<file path="src/rtl/cpu_datapath_pkg.sv">
// ---------------------------------------------------------------------------
// typedefs
//   Shared types for the 8-bit accumulator CPU: instruction opcodes,
//   controller phases, and the helper that tells the datapath which phases
//   address memory through the instruction operand rather than the PC.
// ---------------------------------------------------------------------------
package typedefs;

    localparam int OPC_WIDTH = 3;

    typedef enum logic [OPC_WIDTH-1:0] {
        HLT = 3'd0,
        SKZ = 3'd1,
        ADD = 3'd2,
        AND = 3'd3,
        XOR = 3'd4,
        LDA = 3'd5,
        STO = 3'd6,
        JMP = 3'd7
    } opcode_t;

    typedef enum logic [2:0] {
        INST_ADDR  = 3'd0,
        INST_FETCH = 3'd1,
        INST_LOAD  = 3'd2,
        IDLE       = 3'd3,
        OP_ADDR    = 3'd4,
        OP_FETCH   = 3'd5,
        ALU_OP     = 3'd6,
        STORE      = 3'd7
    } state_t;

    // True in the phases where memory is addressed by the IR operand field.
    function automatic logic is_op_phase(input state_t st);
        logic op_phase;
        case (st)
            OP_ADDR, OP_FETCH, ALU_OP, STORE: op_phase = 1'b1;
            default:                          op_phase = 1'b0;
        endcase
        return op_phase;
    endfunction

endpackage : typedefs

</file>
<file path="src/rtl/cpu_datapath_alu.sv">
// ---------------------------------------------------------------------------
// alu
//   Purely combinational ALU for the accumulator CPU.
//
//   opcode  in   opcode_t          instruction opcode (from IR)
//   accum   in   DATA_WIDTH        current accumulator
//   data    in   DATA_WIDTH        memory operand
//   result  out  DATA_WIDTH        next accumulator value
//
//   Opcodes that do not touch the accumulator pass it through unchanged so
//   a stray load_ac during them is harmless.
// ---------------------------------------------------------------------------
module alu
    import typedefs::*;
#(
    parameter int DATA_WIDTH = 8
) (
    input  opcode_t               opcode,
    input  logic [DATA_WIDTH-1:0] accum,
    input  logic [DATA_WIDTH-1:0] data,
    output logic [DATA_WIDTH-1:0] result
);

    always_comb begin
        result = accum;
        case (opcode)
            ADD:     result = accum + data;   // carry discarded by width
            AND:     result = accum & data;
            XOR:     result = accum ^ data;
            LDA:     result = data;
            default: result = accum;          // HLT, SKZ, STO, JMP
        endcase
    end

endmodule : alu

</file>
<file path="src/rtl/cpu_datapath.sv">
// ---------------------------------------------------------------------------
// cpu_datapath
//   Register-and-ALU datapath of the 8-bit accumulator CPU. Holds PC, IR,
//   AC and the sticky halt flag, drives the single-port memory, and returns
//   opcode/zero to the controller.
//
//   clk        in   1           clock, rising edge
//   rst        in   1           synchronous active-high reset
//   state      in   state_t     controller phase, selects address source
//   load_ac    in   1           capture ALU result into AC
//   mem_rd     in   1           memory read strobe
//   mem_wr     in   1           memory write strobe
//   inc_pc     in   1           PC increment
//   load_pc    in   1           PC <- IR operand (wins over inc_pc)
//   load_ir    in   1           IR <- mem_rdata
//   halt       in   1           set sticky halted flag
//   mem_rdata  in   DATA_WIDTH  combinational read data
//   mem_addr   out  ADDR_WIDTH  memory address
//   mem_wdata  out  DATA_WIDTH  write data (always AC)
//   mem_we     out  1           write enable, blocked while halted
//   mem_re     out  1           read enable
//   opcode     out  opcode_t    IR opcode field
//   zero       out  1           AC == 0
//   pc         out  ADDR_WIDTH  program counter (debug)
//   ac         out  DATA_WIDTH  accumulator
//   halted     out  1           sticky halt flag
//
//   DATA_WIDTH must equal ADDR_WIDTH + OPC_WIDTH: the instruction word is
//   exactly opcode followed by operand address.
// ---------------------------------------------------------------------------
module cpu_datapath
    import typedefs::*;
#(
    parameter int DATA_WIDTH = 8,
    parameter int ADDR_WIDTH = 5
) (
    input  logic                  clk,
    input  logic                  rst,
    input  state_t                state,
    input  logic                  load_ac,
    input  logic                  mem_rd,
    input  logic                  mem_wr,
    input  logic                  inc_pc,
    input  logic                  load_pc,
    input  logic                  load_ir,
    input  logic                  halt,
    input  logic [DATA_WIDTH-1:0] mem_rdata,
    output logic [ADDR_WIDTH-1:0] mem_addr,
    output logic [DATA_WIDTH-1:0] mem_wdata,
    output logic                  mem_we,
    output logic                  mem_re,
    output opcode_t               opcode,
    output logic                  zero,
    output logic [ADDR_WIDTH-1:0] pc,
    output logic [DATA_WIDTH-1:0] ac,
    output logic                  halted
);

    logic [DATA_WIDTH-1:0] ir;
    logic [DATA_WIDTH-1:0] alu_result;
    logic [ADDR_WIDTH-1:0] ir_operand;

    assign ir_operand = ir[ADDR_WIDTH-1:0];
    assign opcode     = opcode_t'(ir[DATA_WIDTH-1 -: OPC_WIDTH]);
    assign zero       = (ac == '0);

    assign mem_addr   = is_op_phase(state) ? ir_operand : pc;
    assign mem_wdata  = ac;
    assign mem_we     = mem_wr & ~halted;
    assign mem_re     = mem_rd;

    // ALU sees the IR as it stands before this edge, so a simultaneous
    // load_ir/load_ac executes the old instruction.
    alu #(
        .DATA_WIDTH (DATA_WIDTH)
    ) u_alu (
        .opcode (opcode),
        .accum  (ac),
        .data   (mem_rdata),
        .result (alu_result)
    );

    // The freeze keys off the registered halted flag, so strobes that
    // arrive together with halt still take effect on that same edge.
    always_ff @(posedge clk) begin
        if (rst) begin
            pc     <= '0;
            ir     <= '0;
            ac     <= '0;
            halted <= 1'b0;
        end else begin
            if (halt) begin
                halted <= 1'b1;
            end
            if (!halted) begin
                if (load_ir) begin
                    ir <= mem_rdata;
                end
                if (load_pc) begin
                    pc <= ir_operand;
                end else if (inc_pc) begin
                    pc <= pc + ADDR_WIDTH'(1);
                end
                if (load_ac) begin
                    ac <= alu_result;
                end
            end
        end
    end

endmodule : cpu_datapath

</file>
<file path="config.mk">
export PLATFORM = sky130hd
export DESIGN_NAME = cpu_datapath
export DESIGN_NICKNAME = d
export VERILOG_FILES = /design/src/rtl/cpu_datapath_pkg.sv /design/src/rtl/cpu_datapath_alu.sv /design/src/rtl/cpu_datapath.sv
export SDC_FILE = /design/constraint.sdc
export NUM_CORES = 1
export LEC_CHECK = 0
export ABC_AREA = 1
export BUFFER_PORTS_ARGS = -buffer_cell sky130_fd_sc_hd__buf_2
export CAP_MARGIN = 20
export CORE_ASPECT_RATIO = 1.4
export CORE_UTILIZATION = 51
export CTS_CLUSTER_SIZE = 10
export DETAILED_ROUTE_END_ITERATION = 16
export GPL_TIMING_DRIVEN = 0
export PLACE_DENSITY = 0.8
export SLEW_MARGIN = 40
export SYNTH_ARGS = -nofsm -noshare
export SYNTH_HDL_FRONTEND = slang
export SYNTH_SLANG_ARGS = --single-unit
</file>
<file path="constraint.sdc">
create_clock -name clk -period 1.8 [get_ports clk]
set_input_delay 0 -clock clk [delete_from_list [all_inputs] [get_ports clk]]
set_output_delay 0 -clock clk [all_outputs]
set_load 0.01 [all_outputs]
</file>
==> impl_results.md, run 1 <==
* Post-CTS setup buffers at 0
* Core Box Area at 2960 sq um
* Unrepaired setup endpoints after global routing: false
* Nets at 336
* Grt ovf at 0
* Worst-Margin Slew at 0.339 ns
* CTS buffer count at 3
* Cell area after synthesis at 1630 sq um
* Synth warnings at 0
* Synth unique cells at 35
* Placement Setup Slack at 0.149 ns
* Setup TNS at 0 ns
* Psw at 0.447 mW
* Io pins at 53
* CP most frequent cell: nand2_1
* Worst Path Buf+Inv at 0
* PwrDens at 662 nW/um^2
* Hpwl dp at 3280 um
* Sw frac at 0.342
* Area grow syn2layout at 20.8%
* Max_slew headroom at 0.774
* # diodes at 0
* Worst-Skew Late Latency at 0.26 ns
* Root Driver: clkbuf_8
* Initial antenna violation count at 0
* Max cap viols at 0
* Port Buffer Count at 48
* Critical path's top delay family: adder cells
* WL final at 4100 um
* Hold Crit Class: in -> reg
* Static leakage at 1.08 nW
* Post-synth top area cell: dfxtp_1
* Vias per cell at 5.09
* Top cells by area, synth: dfxtp_1, nand2_1, ha_1
* Shortest period the worst path allows at 1.62 ns
* Setup Viol. Count Final at 0
* VDD IR max at 351 uV
* CP arrival at 1.82 ns
* Total vias in the final route at 1737
* Seq/Total Area, Yosys at 0.270
* First-pass GRT wire length at 6680 um
* Detailed-route DRC error count at 0
* Syn Area/Cell at 6.48 sq um
* Pin count of the biggest net entering global routing at 12
* H-tree depth at 1
* WL per Instance at 12.0 um
* Initial core utilization at 0.551
* Die height at 69.0 um
* Kind of start point of the critical path: flip-flop
* Internal power at 0.860 mW
* Detail Route Antenna Nets at 0
* Clock sink total at 22
* Clock share of power at 0.233
* Post-Place Cell Area at 1920 sq um
* CTS tree: done
* Total track usage at 0.255
* Num rows at 23
* Initial drt markers at 40
* Max stage delay on crit path at 0.37 ns
* Critical path capture point type: flip-flop
* TritonRoute pass-1 iters at 4
* RePlAce Congestion at 0.950
* Setup CP Type: reg -> reg
* Fin. Hold Viols at 0
* CTS Buffer Depth at 2
* CTS clk-pin slew, worst paths at 0.08 ns
* Critical Path Fanout Max at 5
* Combinational share of power at 0.332
* Max Slew Vio Count at 0
* Synthesized instance count at 252
* Synthesized flop and latch total at 22
* Die Area at 3440 sq um
* Yosys top cell area share at 0.270
* Tcrit/Tclk final at 0.901
* Finished Cell Area at 1970 sq um
* Cells along the critical path: ha_2 -> fa_1 -> nand2_1 -> nand2_1 -> nand3b_1 -> nand2_1 -> nand2_1 -> nand3_1 -> a21oi_1
* Slowest CP cell: dfxtp_1
* Clock skew at 0.00667 ns
* CP required at 2.00 ns
* Vias in the first global route at 1527
* Layout cells sized above 1 at 0.266
* Post-route setup slack at 0.179 ns
* Fmax achieved at 617 MHz
* Synth Net Count at 282
* Sequential share of power at 0.435
* Die width at 49.8 um
* Status: finished, final reports clean
## what timing repair did
action	in CTS	in global routing
hold buffers	1	0
hold endpoints to repair	1	0
gates resized for setup	0	1
setup endpoints to repair	0	2
## Yosys cell counts, drive strengths merged
master  count
nand3b      3
and3        1
mux2        1
or2         1
nand4       1
clkbuf      2
o21ai      21
buf        15
nor4        1
nor2       31
dfxtp      22
o22ai       2
a31oi       2
nor3        1
nand3      15
fa          1
inv        33
xor2        1
ha          9
a21oi      19
nand2      64
a211oi      2
o211ai      4
## layout by cell type, fill, tap and decap left out
cell type / instances
nand2_1: 62
buf_2: 50
inv_1: 29
nor2_1: 29
dfxtp_1: 22
a21oi_1: 19
o21ai_0: 18
nand3_1: 13
buf_4: 12
ha_1: 8
inv_2: 4
o211ai_1: 4
nand3b_1: 3
clkbuf_8: 3
a31oi_1: 2
o21ai_1: 2
o22ai_1: 2
a211oi_1: 2
clkbuf_1: 1
mux2_2: 1
nor4_1: 1
nor3_1: 1
clkbuf_2: 1
o21ai_2: 1
nand3_2: 1
nand2_4: 1
nand2_2: 1
nand3_4: 1
nor2_4: 1
buf_6: 1
nor2_2: 1
or2_2: 1
and3_1: 1
nand4_1: 1
xor2_1: 1
fa_1: 1
ha_2: 1
dlygate4sd3_1: 1
## registers in the layout (all words and copies together), names as in the netlist
register	flops
ac	8
ir	8
pc	5
halted	1
## stage by stage
stage / util / power (mW) / instances / hold slack [ns]
floorplan: - / 0.868 / 252 / 0.0691
global placement: 0.648 / 1.00 / 337 / 0.185
detailed placement: 0.648 / 1.01 / 337 / 0.186
CTS: 0.665 / 1.31 / 341 / 0.00587
global route: 0.666 / 1.39 / 341 / 0.0217
finish: 0.666 / 1.31 / 341 / 0.00879
## power groups by stage
stage          registers, mW  clock network (mW)  logic (mW)
6_report               0.568               0.304       0.434
5_1_grt                0.574               0.323       0.494
4_1_cts                0.568               0.309       0.435
3_5_place_dp           0.580                   0       0.431
3_3_place_gp           0.579                   0       0.426
2_1_floorplan          0.582                   0       0.286
## layout make-up
class	count	area (sq um)
Fill cell	292	991
Timing Repair Buffer	49	250
Sequential cell	22	440
Multi-Input combinational cell	180	951
Buffer	17	120
Inverter	33	124
Clock buffer	3	41.3
Tap cell	37	46.3
## metal layers
layer	share of wire	wire [um]	vias to the layer above	GRT usage
met2	0.53	2160	44	0.503
met1	0.42	1720	777	0.273
met5	0	0	-	0
li1	-	-	909	-
met4	0.019	77	0	0.121
met3	0.033	136	7	0.0175
## kinds of logic (layout without fill, tap and decap cells)
family                     after synthesis  count (layout)  synth area share
AOI/OAI and AO/OA                       50              50             0.168
xor gates and xnor gates                 1               1           0.00536
adders and majority gates               10              10            0.0812
buffers and inverters                   50             102             0.149
DFF                                     22              22             0.270
muxes                                    1               1           0.00690
and+or+nand+nor                        118             118             0.320
## path summary, 6_finish.rpt
kind | end | slack, ns | start | cells past startpoint
hold / removal | pc[3] | 0.009 | rst | 2
hold reg to reg | ir[2] | 0.49 | ir[2] | 2
setup reg to reg | ac[6] | 0.18 | ac[0] | 9
setup / recovery | ac[6] | 0.18 | ac[0] | 9
Power figures use the tool's default switching activity.
==> run 2: changes to the inputs <==
CORE_MARGIN = 2   (was unset)
CORE_UTILIZATION = 55   (was 51)
PLACE_DENSITY = 0.86   (was 0.8)
clock period = 1.97 ns   (was 1.8 ns; I/O delays follow)
==> impl_results.md, run 2 (synthesis gave the netlist of run 1 again) <==
* Fin. Hold Viols at 0
* Unrepaired setup endpoints after global routing: false
* Reg2Reg Launch Point: ac[0]
* Status: finished, final reports clean
* Vias in the first global route at 1543
* Post-cts sizing count at 0
* WL final at 4210 um
* Grt ovf at 0
* Static leakage at 1.10 nW
* Core Box Area at 2850 sq um
* WL per Instance at 12.3 um
* Internal power at 0.829 mW
* Clock skew at 0.00426 ns
* Vias per cell at 5.18
* CP required at 2.17 ns
* First-pass GRT wire length at 6910 um
* Commonest non-fill, non-tap cell in the layout: nand2_1
* # diodes at 0
* RR Endpoint: ac[6]
* Top Registers: ac x8, ir x8, pc x5
* Pin count of the biggest net entering global routing at 13
* R2r setup slk at 0.29 ns
* Num rows at 23
* CTS tree: done
* Initial antenna violation count at 0
* CP arrival at 1.88 ns
* RePlAce Congestion at 0.970
* Most frequent cells in the layout: nand2_1, buf_2, inv_1, nor2_1, dfxtp_1
* Initial core utilization at 0.573
* Kind of start point of the critical path: flip-flop
* Die width at 50.1 um
* Reg2Reg Depth at 9
* Nets at 337
* Hpwl dp at 3340 um
* Sw frac at 0.339
* Die height at 68.5 um
* Sequential share of power at 0.414
* Max Slew Vio Count at 0
* Hold Crit Class: in -> reg
* CTS Buffer Depth at 2
* Setup CP Type: reg -> reg
* Area grow syn2layout at 22.1%
* Total vias in the final route at 1776
* Worst-Skew Late Latency at 0.27 ns
* Fmax achieved at 597 MHz
* Root Driver: clkbuf_8
* CTS buffer count at 3
* CTS clk-pin slew, worst paths at 0.08 ns
* Total track usage at 0.263
* H-tree depth at 1
* Port Buffer Count at 48
* PwrDens at 629 nW/um^2
* Post-CTS setup buffers at 0
* Critical path destination: ac[6]
* Setup TNS at 0 ns
* Setup Viol. Count Final at 0
* Max cap viols at 0
* Clock share of power at 0.267
* Critical Path Source: ac[0]
* Clock sink total at 22
* Io pins at 53
* Shortest period the worst path allows at 1.68 ns
* Initial drt markers at 53
* Max_slew headroom at 0.728
* Psw at 0.425 mW
* Combinational share of power at 0.319
* Layout cells sized above 1 at 0.265
* Total power at 1.25 mW
* Detail Route Antenna Nets at 0
* Detailed-route DRC error count at 0
* Hold_sp: mem_rdata[3]
* Critical Path Fanout Max at 5
* Die Area at 3430 sq um
* TritonRoute pass-1 iters at 4
* VDD IR max at 469 uV
* Worst-Margin Slew at 0.405 ns
* Tcrit/Tclk final at 0.851
* Critical path capture point type: flip-flop
## run 2: cell types whose count changed in the layout (fill, tap and decap cells not counted), sizes merged
| cell | delta |
|---|---|
| clkbuf | +1 |
| dlygate4sd3 | +1 |
## run 2: worst min path at each step
stage                        end  cells past startpoint
after floorplan            pc[3]                      1
after global placement    mem_re                      2
after detailed placement  mem_re                      2
after CTS                  ir[4]                      3
after global routing       ir[4]                      3
final                      ir[3]                      3
## run 2: repair_timing
action | 4_1_cts | 5_1_grt
hold buffers | 2 | 0
endpoints found under the hold margin | 2 | 0
endpoints found under the setup margin | 0 | 0
## run 2: layout make-up
type	count	area [sq um]
plain buffers	17	120
clock buffers	4	55.1
fillers	260	855
inverters	33	124
multi-input cells	180	948
flip-flops and latches	22	440
well taps	37	46.3
repair buffers	50	260
## run 2: routing by layer
metal	track usage	wire length (um)	up-vias
met4	0.101	111	0
li1	-	-	916
met1	0.287	1670	807
met3	0.0175	170	9
met5	0	0	-
met2	0.520	2260	44
## run 2: per-stage QoR
| stage | hold slack (ns) | setup WS [ns] | instances | util | area, sq um |
|---|---|---|---|---|---|
| after floorplan | 0.0691 | 0.421 | 252 | - | 1630 |
| after global placement | 0.185 | 0.322 | 337 | 0.674 | 1920 |
| after detailed placement | 0.189 | 0.315 | 337 | 0.674 | 1920 |
| after CTS | 0.0269 | 0.276 | 343 | 0.700 | 1990 |
| after global routing | 0.0502 | 0.139 | 343 | 0.700 | 1990 |
| final | 0.0348 | 0.294 | 343 | 0.700 | 1990 |
## run 2: power by group through the flow
stage / sequential, mW / combinational, mW / clock, mW
after floorplan: 0.532 / 0.262 / 0
final: 0.519 / 0.400 / 0.334
after global routing: 0.526 / 0.453 / 0.351
after detailed placement: 0.530 / 0.394 / 0
after CTS: 0.519 / 0.399 / 0.336
after global placement: 0.529 / 0.386 / 0
## run 2: worst max-delay path, stage by stage, from the launching register on
cell and delay, ns:
dfxtp_1 0.36, ha_1 0.25, fa_1 0.39, nand2_1 0.10, nand2_1 0.10, nand3b_1 0.13, nand2_1 0.06, nand2_1 0.05
nand3_1 0.06, a21oi_1 0.13
